File: config.mk
export PLATFORM = sky130hd
export DESIGN_NAME = seq_calculator
export DESIGN_NICKNAME = d
export VERILOG_FILES = /design/src/rtl/calc_pkg.sv /design/src/rtl/calc_divider.sv /design/src/rtl/seq_calculator.sv
export SDC_FILE = /design/constraint.sdc
export NUM_CORES = 1
export LEC_CHECK = 0
export BUFFER_PORTS_ARGS = -buffer_cell sky130_fd_sc_hd__clkbuf_2
export CAP_MARGIN = 25
export CORE_MARGIN = 8
export CORE_UTILIZATION = 65
export DETAILED_ROUTE_END_ITERATION = 10
export GPL_TIMING_DRIVEN = 0
export PLACE_DENSITY_LB_ADDON = 0.15
export SYNTH_ARGS = -nofsm -noshare
export SYNTH_HDL_FRONTEND = slang
export SYNTH_SLANG_ARGS = --single-unit
File: constraint.sdc
create_clock -name clk -period 5.23 [get_ports clk]
set_input_delay 0.523 -clock clk [delete_from_list [all_inputs] [get_ports clk]]
set_output_delay 0.523 -clock clk [all_outputs]
set_load 0.005 [all_outputs]
File: src/rtl/calc_pkg.sv
// Shared definitions for seq_calculator: operation codes, FSM state encoding
// and op-decode helpers. Build option CALC_MOD_EN makes optr 100 a legal mod.
package calc_pkg;

  localparam logic [2:0] OP_ADD = 3'b000;
  localparam logic [2:0] OP_SUB = 3'b001;
  localparam logic [2:0] OP_MUL = 3'b010;
  localparam logic [2:0] OP_DIV = 3'b011;
  localparam logic [2:0] OP_MOD = 3'b100;

  typedef enum logic [2:0] {
    IDLE   = 3'd0,
    ADDSUB = 3'd1,
    MUL    = 3'd2,
    DIV    = 3'd3,
    DONE   = 3'd4
  } calc_state_e;

  // True for every opcode this build implements.
  function automatic logic op_legal(input logic [2:0] op);
    logic ok;
    ok = (op == OP_ADD) || (op == OP_SUB) || (op == OP_MUL) || (op == OP_DIV);
`ifdef CALC_MOD_EN
    ok = ok || (op == OP_MOD);
`endif
    return ok;
  endfunction

  // True for opcodes that use the divider datapath.
  function automatic logic op_is_divmod(input logic [2:0] op);
    logic hit;
    hit = (op == OP_DIV);
`ifdef CALC_MOD_EN
    hit = hit || (op == OP_MOD);
`endif
    return hit;
  endfunction

endpackage

File: src/rtl/calc_divider.sv
// Iterative restoring divider: one quotient bit per cycle, WIDTH cycles.
// o_quotient/o_remainder show the result of the step in progress and are
// final while o_done is high, so the caller can capture them on that edge.
module calc_divider #(
  parameter int unsigned WIDTH = 4
) (
  input  logic             clk,
  input  logic             rst_n,
  input  logic             i_start,
  input  logic [WIDTH-1:0] i_dividend,
  input  logic [WIDTH-1:0] i_divisor,
  output logic             o_busy,
  output logic             o_done,
  output logic [WIDTH-1:0] o_quotient,
  output logic [WIDTH-1:0] o_remainder
);

  localparam int unsigned CntW = $clog2(WIDTH);

  logic             r_busy;
  logic [WIDTH-1:0] r_rem;
  logic [WIDTH-1:0] r_quo;
  logic [WIDTH-1:0] r_div;
  logic [CntW-1:0]  r_cnt;

  logic [WIDTH:0]   w_shift;
  logic [WIDTH:0]   w_diff;
  logic             w_fits;
  logic [WIDTH-1:0] w_rem_nxt;
  logic [WIDTH-1:0] w_quo_nxt;
  logic             w_last;

  // One restoring step: shift next dividend bit in, subtract if it fits.
  always_comb begin
    w_shift   = {r_rem, r_quo[WIDTH-1]};
    w_diff    = w_shift - {1'b0, r_div};
    w_fits    = ~w_diff[WIDTH];
    w_rem_nxt = w_fits ? w_diff[WIDTH-1:0] : w_shift[WIDTH-1:0];
    w_quo_nxt = {r_quo[WIDTH-2:0], w_fits};
    w_last    = (r_cnt == CntW'(WIDTH - 1));
  end

  assign o_busy      = r_busy;
  assign o_done      = r_busy & w_last;
  assign o_quotient  = w_quo_nxt;
  assign o_remainder = w_rem_nxt;

  // Load operands on start, then iterate until the last bit is produced.
  always_ff @(posedge clk or negedge rst_n) begin
    if (!rst_n) begin
      r_busy <= 1'b0;
      r_rem  <= '0;
      r_quo  <= '0;
      r_div  <= '0;
      r_cnt  <= '0;
    end else if (i_start) begin
      r_busy <= 1'b1;
      r_rem  <= '0;
      r_quo  <= i_dividend;
      r_div  <= i_divisor;
      r_cnt  <= '0;
    end else if (r_busy) begin
      r_rem  <= w_rem_nxt;
      r_quo  <= w_quo_nxt;
      r_cnt  <= r_cnt + 1'b1;
      if (w_last) begin
        r_busy <= 1'b0;
      end
    end
  end

endmodule

File: src/rtl/seq_calculator.sv
// Sequential unsigned calculator: add/sub in one cycle, shift-add multiply
// and restoring divide over WIDTH cycles, result held until consumed.
// Define CALC_MOD_EN to implement optr 100 (mod); otherwise it is illegal.
module seq_calculator
  import calc_pkg::*;
#(
  parameter int unsigned WIDTH = 4
) (
  input  logic               clk,
  input  logic               rst_n,
  input  logic [WIDTH-1:0]   a,
  input  logic [WIDTH-1:0]   b,
  input  logic [2:0]         optr,
  input  logic               in_valid,
  output logic               in_ready,
  output logic [2*WIDTH-1:0] result,
  output logic               sign_flag,
  output logic               err_div0,
  output logic               err_op,
  output logic               out_valid,
  input  logic               out_ready
);

  localparam int unsigned CntW = $clog2(WIDTH);

  calc_state_e r_state, w_state_nxt;

  logic [WIDTH-1:0]   r_a, r_b;
  logic [2:0]         r_op;
  logic [2*WIDTH-1:0] r_acc, r_mcand;
  logic [WIDTH-1:0]   r_mplier;
  logic [CntW-1:0]    r_cnt;
  logic [2*WIDTH-1:0] r_result;
  logic               r_sign, r_err_div0, r_err_op;

  logic               w_b_zero;
  logic               w_div_start;
  logic               w_mul_last;
  logic [2*WIDTH-1:0] w_acc_nxt;
  logic               w_div_busy, w_div_done;
  logic [WIDTH-1:0]   w_quo, w_rem;
  logic [2*WIDTH-1:0] w_div_result;

  assign w_b_zero    = (b == '0);
  assign w_div_start = (r_state == IDLE) & in_valid & op_legal(optr) &
                       op_is_divmod(optr) & ~w_b_zero;
  assign w_mul_last  = (r_cnt == CntW'(WIDTH - 1));
  assign w_acc_nxt   = r_acc + (r_mplier[0] ? r_mcand : '0);

`ifdef CALC_MOD_EN
  assign w_div_result = (r_op == OP_MOD) ? {{WIDTH{1'b0}}, w_rem} : {w_rem, w_quo};
`else
  assign w_div_result = {w_rem, w_quo};
`endif

  calc_divider #(
    .WIDTH (WIDTH)
  ) u_divider (
    .clk         (clk),
    .rst_n       (rst_n),
    .i_start     (w_div_start),
    .i_dividend  (a),
    .i_divisor   (b),
    .o_busy      (w_div_busy),
    .o_done      (w_div_done),
    .o_quotient  (w_quo),
    .o_remainder (w_rem)
  );

  // State register.
  always_ff @(posedge clk or negedge rst_n) begin
    if (!rst_n) begin
      r_state <= IDLE;
    end else begin
      r_state <= w_state_nxt;
    end
  end

  // Next-state routing and handshake outputs.
  always_comb begin
    w_state_nxt = r_state;
    in_ready    = 1'b0;
    out_valid   = 1'b0;
    unique case (r_state)
      IDLE: begin
        in_ready = 1'b1;
        if (in_valid) begin
          if (!op_legal(optr)) begin
            w_state_nxt = DONE;
          end else if ((optr == OP_ADD) || (optr == OP_SUB)) begin
            w_state_nxt = ADDSUB;
          end else if (optr == OP_MUL) begin
            w_state_nxt = MUL;
          end else if (w_b_zero) begin
            w_state_nxt = DONE;
          end else begin
            w_state_nxt = DIV;
          end
        end
      end
      ADDSUB: w_state_nxt = DONE;
      MUL: begin
        if (w_mul_last) begin
          w_state_nxt = DONE;
        end
      end
      DIV: begin
        if (w_div_done) begin
          w_state_nxt = DONE;
        end else if (!w_div_busy) begin
          // Divider lost its operation; recover rather than hang.
          w_state_nxt = IDLE;
        end
      end
      DONE: begin
        out_valid = 1'b1;
        if (out_ready) begin
          w_state_nxt = IDLE;
        end
      end
      default: w_state_nxt = IDLE;
    endcase
  end

  // Operand capture, multiplier iteration, result and flag registers.
  always_ff @(posedge clk or negedge rst_n) begin
    if (!rst_n) begin
      r_a        <= '0;
      r_b        <= '0;
      r_op       <= OP_ADD;
      r_acc      <= '0;
      r_mcand    <= '0;
      r_mplier   <= '0;
      r_cnt      <= '0;
      r_result   <= '0;
      r_sign     <= 1'b0;
      r_err_div0 <= 1'b0;
      r_err_op   <= 1'b0;
    end else begin
      case (r_state)
        IDLE: begin
          if (in_valid) begin
            r_a      <= a;
            r_b      <= b;
            r_op     <= optr;
            r_acc    <= '0;
            r_mcand  <= {{WIDTH{1'b0}}, a};
            r_mplier <= b;
            r_cnt    <= '0;
            if (!op_legal(optr)) begin
              r_result <= '0;
              r_err_op <= 1'b1;
            end else if (op_is_divmod(optr) && w_b_zero) begin
              r_result   <= '0;
              r_err_div0 <= 1'b1;
            end
          end
        end
        ADDSUB: begin
          if (r_op == OP_SUB) begin
            if (r_a < r_b) begin
              r_result <= {{WIDTH{1'b0}}, r_b - r_a};
              r_sign   <= 1'b1;
            end else begin
              r_result <= {{WIDTH{1'b0}}, r_a - r_b};
            end
          end else begin
            r_result <= {{WIDTH{1'b0}}, r_a} + {{WIDTH{1'b0}}, r_b};
          end
        end
        MUL: begin
          r_acc    <= w_acc_nxt;
          r_mcand  <= r_mcand << 1;
          r_mplier <= r_mplier >> 1;
          r_cnt    <= r_cnt + 1'b1;
          if (w_mul_last) begin
            r_result <= w_acc_nxt;
          end
        end
        DIV: begin
          if (w_div_done) begin
            r_result <= w_div_result;
          end
        end
        DONE: begin
          // Result stays visible after hand-off; only the flags clear.
          if (out_ready) begin
            r_sign     <= 1'b0;
            r_err_div0 <= 1'b0;
            r_err_op   <= 1'b0;
          end
        end
        default: ;
      endcase
    end
  end

  assign result    = r_result;
  assign sign_flag = r_sign;
  assign err_div0  = r_err_div0;
  assign err_op    = r_err_op;

endmodule

* Word level (Yosys, flattened, before mapping)
Cells that the tools add are included.
Operators by class: add/subtract/negate cells 7, order comparisons 1, equal/unequal tests 21, multiplexer cells 50, bitwise logic cells 7, reduce and logical (&&, ||, !) cells 19
Operator list (count):
- 8-bit 2-to-1 mux | 9
- 8-bit case mux with 2 select lines | 2
- 8-bit case mux with 4 select lines | 1
- 4-bit 2-to-1 mux | 7
- 3-bit 2-to-1 mux | 9
- 3-bit case mux with 5 select lines | 1
- 1-bit 2-to-1 mux | 13
- 3-bit by 2-bit equality test with 1-bit output (second input constant) | 4
- 2-bit inequality test (second input constant) | 6
- 4-bit AND reduction | 3
- 5-bit AND reduction | 2
- 3-bit by 1-bit equality test with 1-bit output (second input constant) | 3
- 8-bit adder | 1
- 4-bit case mux with 2 select lines | 1
- 2-bit nonzero test | 4
- 4-bit subtractor | 2
- 3-bit logical NOT | 2
- 2-bit 2-to-1 mux | 3
- 2-bit by 1-bit inequality test with 1-bit output (second input constant) | 3
- 3-bit by 2-bit inequality test with 1-bit output (second input constant) | 2
- 1-bit case mux with 2 select lines | 3
- 4-bit by 4-bit adder with 5-bit output | 1
- 1-bit AND | 5
- 5-bit by 4-bit subtractor with 5-bit output | 1
- 11 further kinds | 17
Word-level totals: flip-flop bits (word level) 62, output and inout bits 13, logic and storage cells 122

* Longest topological paths before layout
depth after elaboration 8, mapped depth 10, gate-level depth less buffers 10

* Cells and area by module
From an unflattened synthesis, not the netlist that was laid out.
Unflattened totals: cell total of the unflattened synthesis 420, area, all modules 3928.8 um2
By module, submodules not included:
- seq_calculator | times used 1, cells each 325, area an instance 2960.3 um2, seq. area each 1176.1 um2
- calc_divider | times used 1, cells each 95, area an instance 968.4 um2, seq. area each 375.4 um2

* Least setup slack after synthesis
OpenSTA, ideal clock, no wires.
kind flip-flop to flip-flop, start point register r_mplier[0], end point register r_result[6], in the netlist result[6], arrival time 2.062 ns, data required time 5.100 ns, setup slack 3.038 ns, stages on the path, launching flop included 10, path through dfrtp_1 > and2_1 > ha_1 > fa_1 > a21o_1 > a21o_1 > a21o_1 > a21oi_1 > xor2_1 > o21ai_0
Between the ends: longest elaborated chain between the ends 4
Ends and longest elaborated chain:
- from (decl) | RTL line seq_calculator.sv:31 | logic [WIDTH-1:0] r_mplier;
- from (signal assigned) | RTL line seq_calculator.sv:174 | r_mplier <= r_mplier >> 1;
- 8-bit 2-to-1 mux | RTL line seq_calculator.sv:48 | assign w_acc_nxt = r_acc + (r_mplier[0] ? r_mcand : '0);
- 8-bit adder | RTL line seq_calculator.sv:48
- 8-bit 2-to-1 mux | RTL line seq_calculator.sv:176 | if (w_mul_last) begin
- 8-bit case mux with 4 select lines | RTL line seq_calculator.sv:140 | case (r_state)
- to (signal assigned) | RTL line seq_calculator.sv:162 | r_result <= {{WIDTH{1'b0}}, r_b - r_a};
- to (signal assigned) | RTL line seq_calculator.sv:177 | r_result <= w_acc_nxt;
- to (signal assigned) | RTL line seq_calculator.sv:182 | r_result <= w_div_result;
- to (decl) | RTL line seq_calculator.sv:33 | logic [2*WIDTH-1:0] r_result;
Every way passes these cells. The select of a mux whose other input is x is not followed. A chain may end at the register's enable or synchronous reset.

* Worst setup path after layout
Same ends and word-level chain as after synthesis.

==> impl_metrics.toml <==
[outcome]
status = "completed"

[detailed_routing]
viasPerCell = 5.990
drtAntennaViolNets = 0
first_pass_iters = 4
wl_per_cell_um = 17.51
wl_um = 8860
drc = 0
drtIter0Drc = 179
vias = 3031

[placement]
place_area_mm2 = 0.003939
gp_congestion = 0.9082
hpwl_um = 6543
io_buffers = 27
pre_cts_slack_ns = 2.801

[synthesis]
synth.cell_area_mm2 = 0.003711
synth_compound_area_frac = 0.1622
synth_top_flop_cell = "dfrtp_1"
synth_mux_area_frac = 0.03574
syn_inst = 393
yosysMostFrequentCell = "nand2_1"
synth.top_cell.area_share = 0.4181
synth.distinct_cells = 52
yosys_warnings = 0
synthAdderAreaFrac = 0.1113
synth_top_cell_by_area = "dfrtp_1"
synth_edf_count = 0
synth.area.top_cells = "dfrtp_1, ha_1, nand2_1, mux2i_1, o21ai_0"
synth.net_count = 438
syn_area_per_cell_um2 = 9.443
synth_commonest_cells = "nand2_1, dfrtp_1, ha_1, o21ai_0, nand3_1"
synthArstFlopShare = 1.000
synth-seq-cells = 62
synth_top_family_by_area = "simple AND/OR/NAND/NOR gates"
synthSimpleGateAreaFrac = 0.1918
synth-xor-area-share = 0.03270
yosysSeqAreaShare = 0.4181

[layout]
fillers = 432
ff_latch_area_mm2 = 0.001551
syn_to_final_growth_pct = 10.82
fin_nets = 476
fin_util = 0.7469
multi_input_area_mm2 = 0.001981
drive_gt1_frac = 0.1498
diodes = 0
final_cell_area_mm2 = 0.004113

[worst_setup_path]
max_stage_delay_ns = 0.47
crit_top_cell = "a21o_1"
crit_required_ns = 5.44
cp_max_fo = 9
cp-end-kind = "register"
crit_type = "reg2reg"
cp-start-kind = "register"
cp_top_family = "compound AO/OA/AOI/OAI gates"
path_buf_inv = 0
slowest_stage = "dfrtp_1"
arrival_ns = 2.68
crit_chain = "and2_1 -> ha_1 -> fa_1 -> a21o_1 -> a21o_1 -> a21o_1 -> a21oi_1 -> xor2_1 -> o21ai_0"

[sta]
fin_crit_ns = 2.468
maxSlewViolCount = 0
fin_skew_ns = 0.009307
holdWs_ns = 0.2931
fmax_ghz = 0.4052
hold_viol = 0
setup_tns_ns = 0
final.period_utilization = 0.4719
tightest_slew_ns = 0.8618
slew_headroom = 0.4255
rsz0062_at_grt = "false"
setup_violations = 0
setup_slack_ns = 2.762

[global_routing]
antenna_found_initial = 0
grt_util_all_layers = 0.2219
grt_max_degree = 63
grt_pass1_wl_um = 14950
grt_overflow = 0
grt_pass1_vias = 3100

[clocking]
cts_sinks = 62
root_buffer = "clkbuf_8"
numCtsBuffers = 9
clk_path_buf_depth = 2
cts_resized = 0
path_clk_slew_ns = 0.07
cts_setup_buffers = 0
cts_max_level = 3
hold_buffers = 0
cts_tree = "yes"
clock_latency_ns = 0.35

[flow_run]
maxCapViolCount = 0

[min_path]
hold_class = "in2async"

[die]
num_io_pins = 28
placementRows = 27
die_x_um = 91.56
die_y_um = 91.56
core_area_mm2 = 0.005507
die_area_mm2 = 0.008383
initial_utilization = 0.6739

[power_and_ir_drop]
p_leak_uw = 0.002035
vdd_drop_max_v = 0.0004252
p_per_area_mw_per_mm2 = 622.6
==> cell usage in the layout (no fill, tap or decap), types with 3 or more instances in the layout <==
cell | netlist | final
nand2_1 | 79 | 79
dfrtp_1 | 62 | 62
clkbuf_2 | 0 | 26
ha_1 | 25 | 25
o21ai_0 | 22 | 22
nand3_1 | 21 | 21
a21oi_1 | 19 | 19
inv_1 | 18 | 18
nor2_1 | 16 | 16
clkbuf_8 | 0 | 12
and2_1 | 11 | 11
mux2i_1 | 11 | 11
clkbuf_1 | 9 | 10
a21o_1 | 8 | 8
xnor2_1 | 7 | 7
o21ai_2 | 7 | 7
o221ai_1 | 6 | 6
buf_2 | 5 | 5
nand2b_1 | 5 | 5
xor2_1 | 5 | 5
fa_1 | 5 | 5
a221oi_1 | 4 | 4
a211oi_1 | 4 | 4
buf_6 | 3 | 3
nor3_1 | 3 | 3
a31oi_1 | 3 | 3
or3_1 | 3 | 3
==> worst reg2reg max path: stages (launching register included) <==
cell and delay (ns):
dfrtp_1 0.47, and2_1 0.20, ha_1 0.19, fa_1 0.42, a21o_1 0.18, a21o_1 0.20
a21o_1 0.18, a21oi_1 0.17, xor2_1 0.21, o21ai_0 0.12
==> logic make-up (layout without fill, tap and decap cells) <==
family          Yosys count  after routing
simple gates            149            149
compound gates           89             89
flops                    62             62
buf+inv                  37             78
fa+ha+maj                30             30
xor+xnor                 13             13
mux                      13             13
==> sequential cells by signal, summed over array words and instances (netlist names) <==
register / count
r_op: 3
r_mcand: 8
err_op: 1
result: 8
err_div0: 1
u_divider.o_busy: 1
r_acc: 8
r_mplier: 4
r_b: 4
u_divider.r_quo: 4
r_state: 3
u_divider.r_div: 4
u_divider.r_rem: 4
r_cnt: 2
r_a: 4
sign_flag: 1
u_divider.r_cnt: 2
==> final timing paths <==
kind	cells after the start	startpoint	slack, ns	end
setup / recovery	9	r_mplier[0]	2.76	result[6]
hold / removal	1	rst_n	0.29	r_mcand[6]
setup reg to reg	9	r_mplier[0]	2.76	result[6]
hold reg to reg	2	r_op[0]	0.48	r_op[0]
max in group asynchronous	1	rst_n	4.36	r_mplier[2]
min in group clk	2	out_ready	0.38	r_state[2]
==> metrics by stage <==
step / total power (uW) / std cells
floorplan: 1805 / 393
global placement: 2094 / 492
detailed placement: 2160 / 492
CTS: 2552 / 506
global route: 2752 / 506
finish: 2561 / 506
==> report_power, final <==
group / internal [uW] / switching [uW] / total [uW]
sequential: 669 / 145 / 814
combinational: 550 / 809 / 1360
clock: 205 / 183 / 388
==> per-layer routing <==
metal,vias to the layer above,wire length (um),global-route usage
li1,1438,-,-
met5,-,0,0
met4,0,226,0.1010
met3,18,469,0.05185
met2,80,4152,0.3541
met1,1495,4012,0.2787
==> layout make-up <==
cell class              count  share of cell area
multi-input cells         294              0.4816
plain buffers              19             0.02708
flip-flops and latches     62              0.3772
well taps                  72             0.02190
inverters                  18             0.01643
repair buffers             27             0.03347
clock inverters             1            0.001217
clock buffers              13             0.04107
Note: power is estimated with default switching activity, not from simulation.
